## src/rtl/fetch_pkg.sv

```systemverilog
// ============================================================================
// Module   : fetch_pkg
// Purpose  : Shared state encoding and instruction field bounds for the fetch stage.
// Revision : 1.0 - initial release
// ============================================================================
`default_nettype none

package fetch_pkg;

    typedef enum logic [1:0] {
        IDLE = 2'd0,
        REQ  = 2'd1,
        HOLD = 2'd2
    } fetch_state_e;

    localparam int unsigned OP_MSB      = 31;
    localparam int unsigned OP_LSB      = 26;
    localparam int unsigned FUNCT_MSB   = 5;
    localparam int unsigned FUNCT_LSB   = 0;
    localparam int unsigned IMM_MSB     = 15;
    localparam int unsigned IMM_LSB     = 0;
    localparam int unsigned JTARGET_MSB = 25;
    localparam int unsigned JTARGET_LSB = 0;

    localparam logic [31:0] PC_STEP = 32'd4;

endpackage

`default_nettype wire

```

## src/rtl/next_pc_calc.sv

```systemverilog
// ============================================================================
// Module   : next_pc_calc
// Purpose  : Combinational next-PC selection: jump, taken branch, or sequential.
// Revision : 1.0 - initial release
// ============================================================================
`default_nettype none

module next_pc_calc
    import fetch_pkg::*;
(
    input  logic [31:0] pc,
    input  logic [31:0] instr,
    input  logic        jump,
    input  logic        branch,
    input  logic        zero,
    output logic [31:0] next_pc
);

    logic [31:0] pc_plus4;
    logic [31:0] branch_off;
    logic [31:0] jump_target;
    logic        unused_op_bits;

    // The opcode field plays no part in target arithmetic.
    assign unused_op_bits = ^instr[OP_MSB:OP_LSB];

    always_comb begin
        pc_plus4    = pc + PC_STEP;
        branch_off  = {{14{instr[IMM_MSB]}}, instr[IMM_MSB:IMM_LSB], 2'b00};
        jump_target = {pc_plus4[31:28], instr[JTARGET_MSB:JTARGET_LSB], 2'b00};
        next_pc     = pc_plus4;
        if (jump) begin
            next_pc = jump_target;
        end else if (branch && zero) begin
            next_pc = pc_plus4 + branch_off;
        end
    end

endmodule

`default_nettype wire

```

## src/rtl/fetch_unit.sv

```systemverilog
// ============================================================================
// Module   : fetch_unit
// Purpose  : MIPS fetch stage: PC register, imem req/ack handshake, next-PC on retire.
//            Optional perf counters enabled by macro FETCH_PERF_CNT_EN.
// Revision : 1.0 - initial release
// ============================================================================
`default_nettype none

module fetch_unit
    import fetch_pkg::*;
#(
    parameter logic [31:0] RESET_PC = 32'h0000_0000
) (
    input  logic        clk,
    input  logic        rst_n,
    output logic        imem_req,
    output logic [31:0] imem_addr,
    input  logic        imem_ack,
    input  logic [31:0] imem_rdata,
    output logic [31:0] instr,
    output logic [5:0]  op,
    output logic [5:0]  funct,
    output logic        instr_valid,
    output logic [31:0] pc,
    input  logic        retire,
    input  logic        jump,
    input  logic        branch,
    input  logic        zero,
    output logic [31:0] cnt_retired,
    output logic [31:0] cnt_wait
);

    fetch_state_e state_q, state_d;
    logic [31:0]  pc_q, pc_d;
    logic [31:0]  instr_q, instr_d;
    logic [31:0]  next_pc;

    next_pc_calc u_next_pc_calc (
        .pc      (pc_q),
        .instr   (instr_q),
        .jump    (jump),
        .branch  (branch),
        .zero    (zero),
        .next_pc (next_pc)
    );

    always_comb begin
        state_d = state_q;
        pc_d    = pc_q;
        instr_d = instr_q;
        case (state_q)
            IDLE: state_d = REQ;
            REQ: begin
                if (imem_ack) begin
                    state_d = HOLD;
                    instr_d = imem_rdata;
                end
            end
            HOLD: begin
                if (retire) begin
                    state_d = REQ;
                    pc_d    = next_pc;
                end
            end
            default: state_d = IDLE;
        endcase
    end

    always_ff @(posedge clk or negedge rst_n) begin
        if (!rst_n) begin
            state_q <= IDLE;
            pc_q    <= RESET_PC;
            instr_q <= 32'h0;
        end else begin
            state_q <= state_d;
            pc_q    <= pc_d;
            instr_q <= instr_d;
        end
    end

    // Handshake outputs come straight off the state register, so no comb path from ack.
    assign imem_req    = (state_q == REQ);
    assign instr_valid = (state_q == HOLD);
    assign imem_addr   = pc_q;
    assign pc          = pc_q;
    assign instr       = instr_q;
    assign op          = instr_q[OP_MSB:OP_LSB];
    assign funct       = instr_q[FUNCT_MSB:FUNCT_LSB];

`ifdef FETCH_PERF_CNT_EN
    logic [31:0] cnt_retired_q, cnt_retired_d;
    logic [31:0] cnt_wait_q, cnt_wait_d;

    always_comb begin
        cnt_retired_d = cnt_retired_q;
        cnt_wait_d    = cnt_wait_q;
        if ((state_q == HOLD) && retire && (cnt_retired_q != 32'hFFFF_FFFF)) begin
            cnt_retired_d = cnt_retired_q + 32'd1;
        end
        if ((state_q == REQ) && !imem_ack && (cnt_wait_q != 32'hFFFF_FFFF)) begin
            cnt_wait_d = cnt_wait_q + 32'd1;
        end
    end

    always_ff @(posedge clk or negedge rst_n) begin
        if (!rst_n) begin
            cnt_retired_q <= 32'h0;
            cnt_wait_q    <= 32'h0;
        end else begin
            cnt_retired_q <= cnt_retired_d;
            cnt_wait_q    <= cnt_wait_d;
        end
    end

    assign cnt_retired = cnt_retired_q;
    assign cnt_wait    = cnt_wait_q;
`else
    assign cnt_retired = 32'h0;
    assign cnt_wait    = 32'h0;
`endif

endmodule

`default_nettype wire

```

## config.mk

```make
export PLATFORM = sky130hd
export DESIGN_NAME = fetch_unit
export DESIGN_NICKNAME = d
export VERILOG_FILES = /design/src/rtl/fetch_pkg.sv /design/src/rtl/next_pc_calc.sv /design/src/rtl/fetch_unit.sv
export SDC_FILE = /design/constraint.sdc
export NUM_CORES = 1
export LEC_CHECK = 0
export ABC_AREA = 1
export ABC_CLOCK_PERIOD_IN_PS = 4050
export BUFFER_PORTS_ARGS = -buffer_cell sky130_fd_sc_hd__buf_2
export CAP_MARGIN = 20
export CORE_ASPECT_RATIO = 1.5
export CORE_UTILIZATION = 40
export CTS_BUF_LIST = sky130_fd_sc_hd__clkbuf_8 sky130_fd_sc_hd__clkbuf_16
export DETAILED_ROUTE_END_ITERATION = 7
export PLACE_DENSITY_LB_ADDON = 0.2
export SETUP_SLACK_MARGIN = 0.4
export SLEW_MARGIN = 10
export SYNTH_ARGS = -nofsm -noshare
export SYNTH_HDL_FRONTEND = slang
export SYNTH_SLANG_ARGS = --single-unit
```

## constraint.sdc

```tcl
create_clock -name clk -period 4.05 [get_ports clk]
set_input_delay 0 -clock clk [delete_from_list [all_inputs] [get_ports clk]]
set_output_delay 0 -clock clk [all_outputs]
set_load 0.05 [all_outputs]
```

==> results.yml, run 1 <==
timing:
  finalSetupViolations: 0
  worst_slew_pin_slew_ps: 923
  timing.fmax_mhz: 305
  tcrit_tclk_final_pct: 81.0
  timing.setup.tns_ps: 0
  report.final.hold_viol_count: 0
  post-route-min-period_ps: 3280
  slew_violations: 0
  rsz0062_at_grt: "false"
  slew-limit-headroom_pct: 38.5
  worst_clock_skew_ps: 6.57
worst_setup_path:
  critical_path.reg2reg.endpoint: "imem_addr[27]"
  worst-endpoint-required_ps: 4270
  timing.setup.critical_path_class: "register to register"
  crit_chain: "ha_1 > inv_1 > nor2_4 > inv_2 > nor3_4 > nand3_1 > nand2_1 > inv_2 > ha_1 > nand2_1 > nor2_1 > inv_1 > nor3_1 > nand2_1 > nand2_1 > nand2_1 > nand3_1 > nand2_1 > nand2_1 > nand2_1"
  critical_path.n_buffers_inverters: 4
  worst-path-max-fanout: 8
  startpoint_of_the_worst_register_to_register_path: "imem_addr[2]"
  timing.critical_path.arrival_ps: 3500
  max_stage_delay_ps: 450
  r2r_depth: 20
  category_of_the_worst_setup_path_capture_point: "register"
  cp-start-kind: "register"
  worst_path_max_delay_cell: "dfrtp_2"
  reg2reg_slack_ps: 770
  cp_top_family: "simple AND/OR/NAND/NOR gates"
  critical_path_s_most_frequent_cell: "nand2_1"
outcome:
  run_status: "finished, final reports clean"
logic_synthesis:
  most_common_cell_in_the_synthesized_netlist: "nand2_1"
  synth.yosys.warnings: 0
  mappedNetlistArea_um2: 7010
  yosysTopAreaCellShare_pct: 22.8
  ys_seq_area_share_pct: 22.8
  post_synth_main_area_contributors: "dfrtp_1 (23%), nand2_1 (19%), buf_4 (12%), inv_1 (8.1%), ha_1 (6.6%)"
  synth_seq_cells: 64
  yosys.cell_types.count: 47
  synth_top_family_by_area: "simple AND/OR/NAND/NOR gates"
  yosys-top-cells-count: "nand2_1 (354), inv_1 (152), buf_4 (110), nor2_1 (92), nand3_1 (75)"
  synthArstFlopShare_pct: 100
  synth-xor-area-share_pct: 2.73
  yosys.area_share.simple_pct: 34.5
  synth.avg_cell_area_um2: 6.33
  synth_enable_flop_cells: 0
  synthDominantAreaCellType: "dfrtp_1"
  syn_inst: 1107
  synth_compound_area_share_pct: 7.51
  synth-adder-area-share_pct: 6.89
  synth_ff_type: "dfrtp_1"
  multiplexer_fraction_of_the_synthesized_cell_area_pct: 4.02
global_route:
  global_route.usage.met3_pct: 3.41
  antenna_found_initial: 0
  grt.total_usage_pct: 25.4
  via_count_of_the_first_global_routing_pass: 6931
  layer_with_the_highest_usage_after_global_routing: "met2"
  grt_use_met1_pct: 29.9
  pin_count_of_the_biggest_net_entering_global_routing: 41
  globalRoute.totalOverflow: 0
  grt_use_met2_pct: 44.6
  global_route_wire_length_before_repair_mm: 34.8
cts:
  ctsRootBufferMaster: "clkbuf_16"
  cts_htree_levels: 3
  tritoncts: "yes"
  clock-sinks: 64
  cts_max_path_buffers: 2
  clkLatencyLatePin_ps: 330
  post-cts-setup-buffer-count: 0
  cts_inserted_buffers: 9
  path_clk_slew_ps: 60
floorplan:
  fp-row-count: 58
  initial_core_util_pct: 41.3
  num_io_pins: 213
  core_region_area_um2: 17000
  die-width_um: 110
  dieHeight_um: 164
  design.die.area_um2: 18100
placement:
  place.detailed.instances: 1403
  detailed_place_hpwl_mm: 17.6
  gp_congestion: 0.953
  portBuffers: 144
detailed_routing:
  drc: 0
  avgViaCountPerCell: 4.89
  average_wire_length_per_cell_after_detail_routing_um: 15.1
  route.final.wire_length_mm: 21.9
  routed-via-count: 7097
  drt_iter0_markers: 397
  ant_nets: 0
  firstDrtPassIters: 5
worst_hold_path:
  min-delay-start: "jump"
  whs_path_depth: 4
  worst_hold_path_type: "primary input to register"
  timing.hold.worst_endpoint: "imem_addr[2]"
cells_and_area:
  nNetsFinal: 1316
  finish.cell_count_without_fillers: 1452
  flow.area_growth_from_synthesis_pct: 14.8
  antennaDiodeCount: 0
  drive_gt1_share_pct: 17.7
flow_run:
  maxCapViolations: 0
through the flow:
step | worst slack, ps | utilization [%] | cell area [um^2] | hold slack, ps
finish | 768 | 47.4 | 8050 | 253
CTS | 662 | 47.3 | 8040 | 250
floorplan | 1070 | - | 7260 | -296
global route | 402 | 47.4 | 8050 | 287
global placement | 600 | 43.4 | 7370 | 161
detailed placement | 673 | 43.7 | 7430 | 158
cells in the final DEF, fill, tap and decap left out, drive strengths merged, types with 9 or more instances in the layout:
master / instances
conb: 68
buf: 150
nand4: 9
o21ai: 29
mux2: 25
a21oi: 48
dfrtp: 64
xor2: 17
nor2: 101
nand3: 76
nor3: 12
dlygate4sd3: 35
inv: 157
nand2: 359
clkbuf: 10
ha: 37
cells by family after synthesis:
family                     count (synthesis)
AOI/OAI and AO/OA                         95
xor gates and xnor gates                  21
adders and majority gates                 38
buffers and inverters                    289
DFF                                       64
muxes                                     25
other                                      1
and+or+nand+nor                          574
repair_timing:
| action | in CTS | in global routing |
|---|---|---|
| hold endpoints to repair | 71 | 0 |
| resized for setup | 0 | 3 |
| endpoints found under the setup margin | 0 | 4 |
| hold buffers | 35 | 0 |
worst min-delay path, cell delays in order:
cell and delay, ps:
buf_2 100, buf_4 220, nor2_1 130, o22ai_1 60
layout make-up:
cell class	instances	area [um^2]
Clock buffer	10	239
Clock inverter	4	23.8
Fill cell	1821	8930
Inverter	158	594
Multi-Input combinational cell	821	4170
Sequential cell	64	1600
Tap cell	210	263
Timing Repair Buffer	185	1160
registers in the layout (all words and copies together) (netlist names):
signal     cells
imem_addr     30
instr         32
state_q        2
how the worst max path moves through the flow:
stage                       startpoint       endpoint  cells after the start  slack, ps
after floorplan           imem_addr[2]  imem_addr[12]                     16       1070
after global placement    imem_addr[2]  imem_addr[12]                     16        600
after detailed placement  imem_addr[2]  imem_addr[25]                     18        670
after CTS                 imem_addr[2]  imem_addr[25]                     18        660
after global routing      imem_addr[7]  imem_addr[26]                     18        400
final                     imem_addr[2]  imem_addr[27]                     20        770
layer usage:
metal / share of wire (%) / vias to the layer above / wire [um]
met3: 4.7 / 59 / 1040
li1: - / 3535 / -
met1: 41 / 3258 / 8940
met4: 4.8 / 0 / 1040
met5: 0 / - / 0
met2: 50 / 245 / 10900
Power of run 1 is left out: the tool's default activity adds up to more than one toggle a clock period on the data nets, which glitch-free logic cannot reach.
==> run 2: changes to the inputs <==
--- a/config.mk
+++ b/config.mk
@@ -6,7 +6,7 @@
 export NUM_CORES = 1
 export LEC_CHECK = 0
 export ABC_AREA = 1
-export ABC_CLOCK_PERIOD_IN_PS = 4050
+export ABC_CLOCK_PERIOD_IN_PS = 2710
 export BUFFER_PORTS_ARGS = -buffer_cell sky130_fd_sc_hd__buf_2
 export CAP_MARGIN = 20
 export CORE_ASPECT_RATIO = 1.5
==> constraint.sdc (replaced) <==
create_clock -name clk -period 2.71 [get_ports clk]
set_input_delay 0 -clock clk [delete_from_list [all_inputs] [get_ports clk]]
set_output_delay 0 -clock clk [all_outputs]
set_load 0.05 [all_outputs]
==> run 2 against run 1 <==
Net effect:
- the flow now finishes with violations (negative setup slack)
- sequential share of layout area is 4.5 points lower
- die area stayed put
- first-iteration DRC count is 6.3% higher
- core utilization is 16 points higher
- worst hold slack better by 34 ps
- via count is 13% higher
- critical path depth is 1 higher
- final area is 33% higher
- fmax is 18% higher
- clock skew is 4.9 ps higher
- final cell count is 10% higher
- critical path type unchanged
- largest cell class unchanged
- highest routed layer unchanged
==> results.yml, run 2 (synthesis results as in run 1) <==
outcome:
  run_status: "finished, violations left"
  failed_checks: "negative setup slack"
timing:
  finalSetupViolations: 8
  timing.fmax_mhz: 361
  worst_clock_skew_ps: 11.4
  worst_slew_pin_slew_ps: 911
  slew_violations: 0
  fin_hold_ws_ps: 287
  rsz0062_at_grt: "true"
  postLayoutSetupSlackWorst_ps: -61.1
  timing.setup.tns_ps: -203
  tcrit_tclk_final_pct: 102
  report.final.hold_viol_count: 0
  slew-limit-headroom_pct: 39.2
  post-route-min-period_ps: 2770
global_route:
  grt.total_usage_pct: 28.6
  globalRoute.totalOverflow: 0
  global_route_wire_length_before_repair_mm: 38.5
  pin_count_of_the_biggest_net_entering_global_routing: 48
  via_count_of_the_first_global_routing_pass: 7572
  antenna_found_initial: 0
cells_and_area:
  finalCoreUtilization_pct: 63.0
  layout_common_cells: "nand2_1 (267), buf_2 (144), buf_4 (143)"
  most_common_cell_after_layout_fill_and_taps_aside: "nand2_1"
  largest_register_ffs: 32
  antennaDiodeCount: 0
  multiInputGateArea_um2: 5590
  flow.area_growth_from_synthesis_pct: 52.5
  drive_gt1_share_pct: 46.6
  register_area_um2: 1650
  nNetsFinal: 1464
  filler_cell_count: 1475
cts:
  clkLatencyLatePin_ps: 340
  cts_max_path_buffers: 2
  path_clk_slew_ps: 60
  cts_inserted_buffers: 9
  ctsRootBufferMaster: "clkbuf_16"
  clock-sinks: 64
  tritoncts: "yes"
  cts_htree_levels: 3
worst_setup_path:
  category_of_the_worst_setup_path_capture_point: "register"
  timing.setup.critical_path_class: "register to register"
  worst-endpoint-required_ps: 2940
  cp-start-kind: "register"
  timing.critical_path.arrival_ps: 3000
  worst-path-max-fanout: 6
floorplan:
  num_io_pins: 213
  core_region_area_um2: 17000
  die-width_um: 110
  fp-row-count: 58
  initial_core_util_pct: 41.3
  design.die.area_um2: 18100
  dieHeight_um: 164
detailed_routing:
  drt_iter0_markers: 422
  average_wire_length_per_cell_after_detail_routing_um: 16.0
  firstDrtPassIters: 5
  route.final.wire_length_mm: 25.6
  ant_nets: 0
  drc: 0
  routed-via-count: 7990
  avgViaCountPerCell: 4.99
placement:
  portBuffers: 144
  detailed_place_hpwl_mm: 18.6
  pre_cts_ws_ps: -214
  gp_congestion: 0.953
worst_hold_path:
  worst_hold_path_type: "primary input to register"
flow_run:
  maxCapViolations: 0
==> run 2: changes by cell type in the layout (fill, tap and decap cells not counted), moves of 36 or more <==
cell	change
nand2_2	+58
buf_4	+139
nor2_1	-36
nand2_1	-86
==> run 2: worst max-delay path: stages (launching register included) <==
cell	delay [ps]
dfrtp_4	530
ha_4	180
inv_2	60
nor2_4	40
buf_6	120
buf_4	140
xor2_4	170
ha_4	320
nand2_1	60
nand2_1	70
inv_2	50
buf_4	130
o21bai_4	130
nand2_4	70
nand3_4	110
nand2_1	80
nand2_1	70
nand2_1	50
nand3_1	110
nand2_1	70
nand2_1	60
nand2_1	40
==> run 2: final cells by class <==
| type | count | area share (%) |
|---|---|---|
| timing repair buffer | 333 | 21.3 |
| multi-input combinational | 821 | 52.3 |
| clock inverter | 5 | 0.515 |
| inverter | 158 | 5.69 |
| sequential | 64 | 15.4 |
| clock buffer | 11 | 2.36 |
| tap | 210 | 2.46 |
==> run 2: routing by layer <==
| metal | vias up | wire [um] | global-route usage (%) |
|---|---|---|---|
| met4 | 0 | 1540 | 16.8 |
| met2 | 341 | 13000 | 50.2 |
| li1 | 3830 | - | - |
| met5 | - | 0 | 0 |
| met3 | 98 | 1200 | 3.17 |
| met1 | 3721 | 9880 | 32.8 |
==> run 2: through the flow <==
step                instances  cell area, um^2
floorplan                1174             7650
global placement         1517             8640
detailed placement       1517             8640
CTS                      1584            10100
global route             1602            10700
finish                   1602            10700
==> run 2: path summary, 6_finish.rpt <==
| check | slack [ps] | endpoint | cells past startpoint | startpoint |
|---|---|---|---|---|
| min in group asynchronous | 320 | imem_addr[6] | 2 | rst_n |
| hold reg to reg | 510 | state_q[0] | 1 | state_q[1] |
| max in group asynchronous | 1700 | instr[15] | 3 | rst_n |
| hold / removal | 290 | imem_addr[2] | 4 | jump |
| setup reg to reg | -60 | imem_addr[21] | 21 | imem_addr[3] |
| setup / recovery | -60 | imem_addr[21] | 21 | imem_addr[3] |
==> run 2: what timing repair did <==
item                                   in CTS  in global routing
endpoints found under the hold margin      68                  0
gates resized for setup                   165                110
setup buffers                              16                 18
pin swaps                                  69                 59
setup endpoints to repair                  27                 28
hold buffers                               35                  0
Power of run 2 is left out for the same reason.
==> run 3: changes to the inputs <==
--- a/config.mk
+++ b/config.mk
@@ -7,9 +7,9 @@
 export LEC_CHECK = 0
 export ABC_AREA = 1
 export ABC_CLOCK_PERIOD_IN_PS = 2710
-export BUFFER_PORTS_ARGS = -buffer_cell sky130_fd_sc_hd__buf_2
-export CAP_MARGIN = 20
+export BUFFER_PORTS_ARGS = -buffer_cell sky130_fd_sc_hd__buf_4
 export CORE_ASPECT_RATIO = 1.5
+export CORE_MARGIN = 8
 export CORE_UTILIZATION = 40
 export CTS_BUF_LIST = sky130_fd_sc_hd__clkbuf_8 sky130_fd_sc_hd__clkbuf_16
 export DETAILED_ROUTE_END_ITERATION = 7
==> run 3 against run 2 <==
Net effect:
- the flow still finishes with violations (negative setup slack)
- setup slack worse by 58 ps
- sequential cell count unchanged
- register-to-register slack worse by 60 ps
- via count down 0.29%
- core utilization up 2.8 points
==> results.yml, run 3 (synthesis results as in run 1) <==
cts:
  cts_inserted_buffers: 9
  clock-sinks: 64
  cts_htree_levels: 3
  tritoncts: "yes"
  ctsRootBufferMaster: "clkbuf_16"
  clkLatencyLatePin_ps: 340
  path_clk_slew_ps: 60
  cts_max_path_buffers: 2
timing:
  timing.fmax_mhz: 353
  slew_violations: 0
  worst_slew_pin_slew_ps: 1280
  finalSetupViolations: 11
  postLayoutSetupSlackWorst_ps: -119
  tcrit_tclk_final_pct: 104
  report.final.hold_viol_count: 0
  timing.setup.tns_ps: -491
  slew-limit-headroom_pct: 14.5
  worst_clock_skew_ps: 8.70
  post-route-min-period_ps: 2830
  rsz0062_at_grt: "true"
detailed_routing:
  firstDrtPassIters: 5
  route.final.wire_length_mm: 27.0
  ant_nets: 0
  routed-via-count: 7967
  avgViaCountPerCell: 4.96
  drc: 0
  average_wire_length_per_cell_after_detail_routing_um: 16.8
  drt_iter0_markers: 410
worst_setup_path:
  startpoint_of_the_worst_register_to_register_path: "imem_addr[3]"
  cp-start-kind: "register"
  worst-endpoint-required_ps: 2940
  startpoint: "imem_addr[3]"
  timing.setup.critical_path_class: "register to register"
  timing.critical_path.arrival_ps: 3060
  worst-path-max-fanout: 5
  category_of_the_worst_setup_path_capture_point: "register"
floorplan:
  fp-row-count: 59
  num_io_pins: 213
  initial_core_util_pct: 40.6
  design.die.area_um2: 22100
  core_region_area_um2: 17300
  die-width_um: 124
  dieHeight_um: 178
global_route:
  via_count_of_the_first_global_routing_pass: 7917
  grt.total_usage_pct: 23.3
  antenna_found_initial: 0
  global_route_wire_length_before_repair_mm: 40.2
  pin_count_of_the_biggest_net_entering_global_routing: 65
  globalRoute.totalOverflow: 0
cells_and_area:
  nNetsFinal: 1465
  largest_register_ffs: 32
  finish.cell_count_without_fillers: 1606
  most_common_cell_after_layout_fill_and_taps_aside: "buf_4"
  antennaDiodeCount: 0
  drive_gt1_share_pct: 49.5
  flow.area_growth_from_synthesis_pct: 62.1
  layout_common_cells: "buf_4 (277), nand2_1 (253), inv_1 (119)"
  finalCoreUtilization_pct: 65.8
outcome:
  run_status: "finished, violations left"
  failed_checks: "negative setup slack"
flow_run:
  maxCapViolations: 0
placement:
  place.detailed.instances: 1521
  portBuffers: 144
  pre_cts_ws_ps: -272
  detailed_place_hpwl_mm: 20.0
  gp_congestion: 0.932
worst_hold_path:
  worst_hold_path_type: "primary input to register"
  min-delay-start: "jump"
run 3: cell types whose count changed in the layout (fill, tap and decap cells not counted), sizes merged:
cell,delta
bufinv,+2
clkbuf,-1
dlygate4sd3,+1
inv,-1
run 3: path summary, 6_finish.rpt:
| path | endpoint | slack, ps | cells after the start |
|---|---|---|---|
| worst max register to register | imem_addr[27] | -120 | 19 |
| worst max-delay path | imem_addr[27] | -120 | 19 |
| max in group asynchronous | imem_addr[3] | 1740 | 2 |
| worst min register to register | instr[28] | 530 | 1 |
| min in group asynchronous | instr[3] | 310 | 2 |
| worst min-delay path | imem_addr[6] | 280 | 4 |
run 3: metrics by stage:
stage / instance area [um^2] / hold WS (ps)
6_report: 11400 / 281
5_1_grt: 11400 / 296
4_1_cts: 10500 / 266
3_5_place_dp: 9000 / 161
3_3_place_gp: 9000 / 170
2_1_floorplan: 7650 / -296
run 3: layout make-up:
type / instances / area, um^2
fillers: 1439 / 5910
multi-input cells: 821 / 5770
repair buffers: 334 / 2710
flip-flops and latches: 64 / 1650
inverters: 158 / 616
well taps: 213 / 267
clock buffers: 10 / 239
clock inverters: 6 / 115
run 3: metal layers:
| layer | up-vias | GRT usage (%) | wire [um] |
|---|---|---|---|
| met2 | 320 | 40.6 | 13600 |
| met1 | 3750 | 26.1 | 10200 |
| li1 | 3825 | - | - |
| met5 | - | 0 | 0 |
| met3 | 72 | 4.18 | 1900 |
| met4 | 0 | 12.4 | 1340 |
run 3: worst max-delay path: stages, from the launching register on:
cell and delay [ps]:
dfrtp_4 530, ha_4 180, inv_2 60, nor2_4 30, buf_4 160, nand4_1 90
xor2_1 220, inv_1 100, ha_4 330, nand2_4 80, nor2_4 100, nand2_2 80
nor3_2 210, nand2_1 120, nand2_1 90, nand2_1 60, nand3_2 70, nand2_2 60
nand2_1 70, nand2_1 50
run 3: what timing repair did:
item | in CTS | in global routing
hold buffers | 36 | 0
pin swaps | 61 | 101
buffers inserted | 15 | 18
resized for setup | 159 | 167
endpoints found under the hold margin | 98 | 0
endpoints found under the setup margin | 27 | 27
Power of run 3 is left out for the same reason.
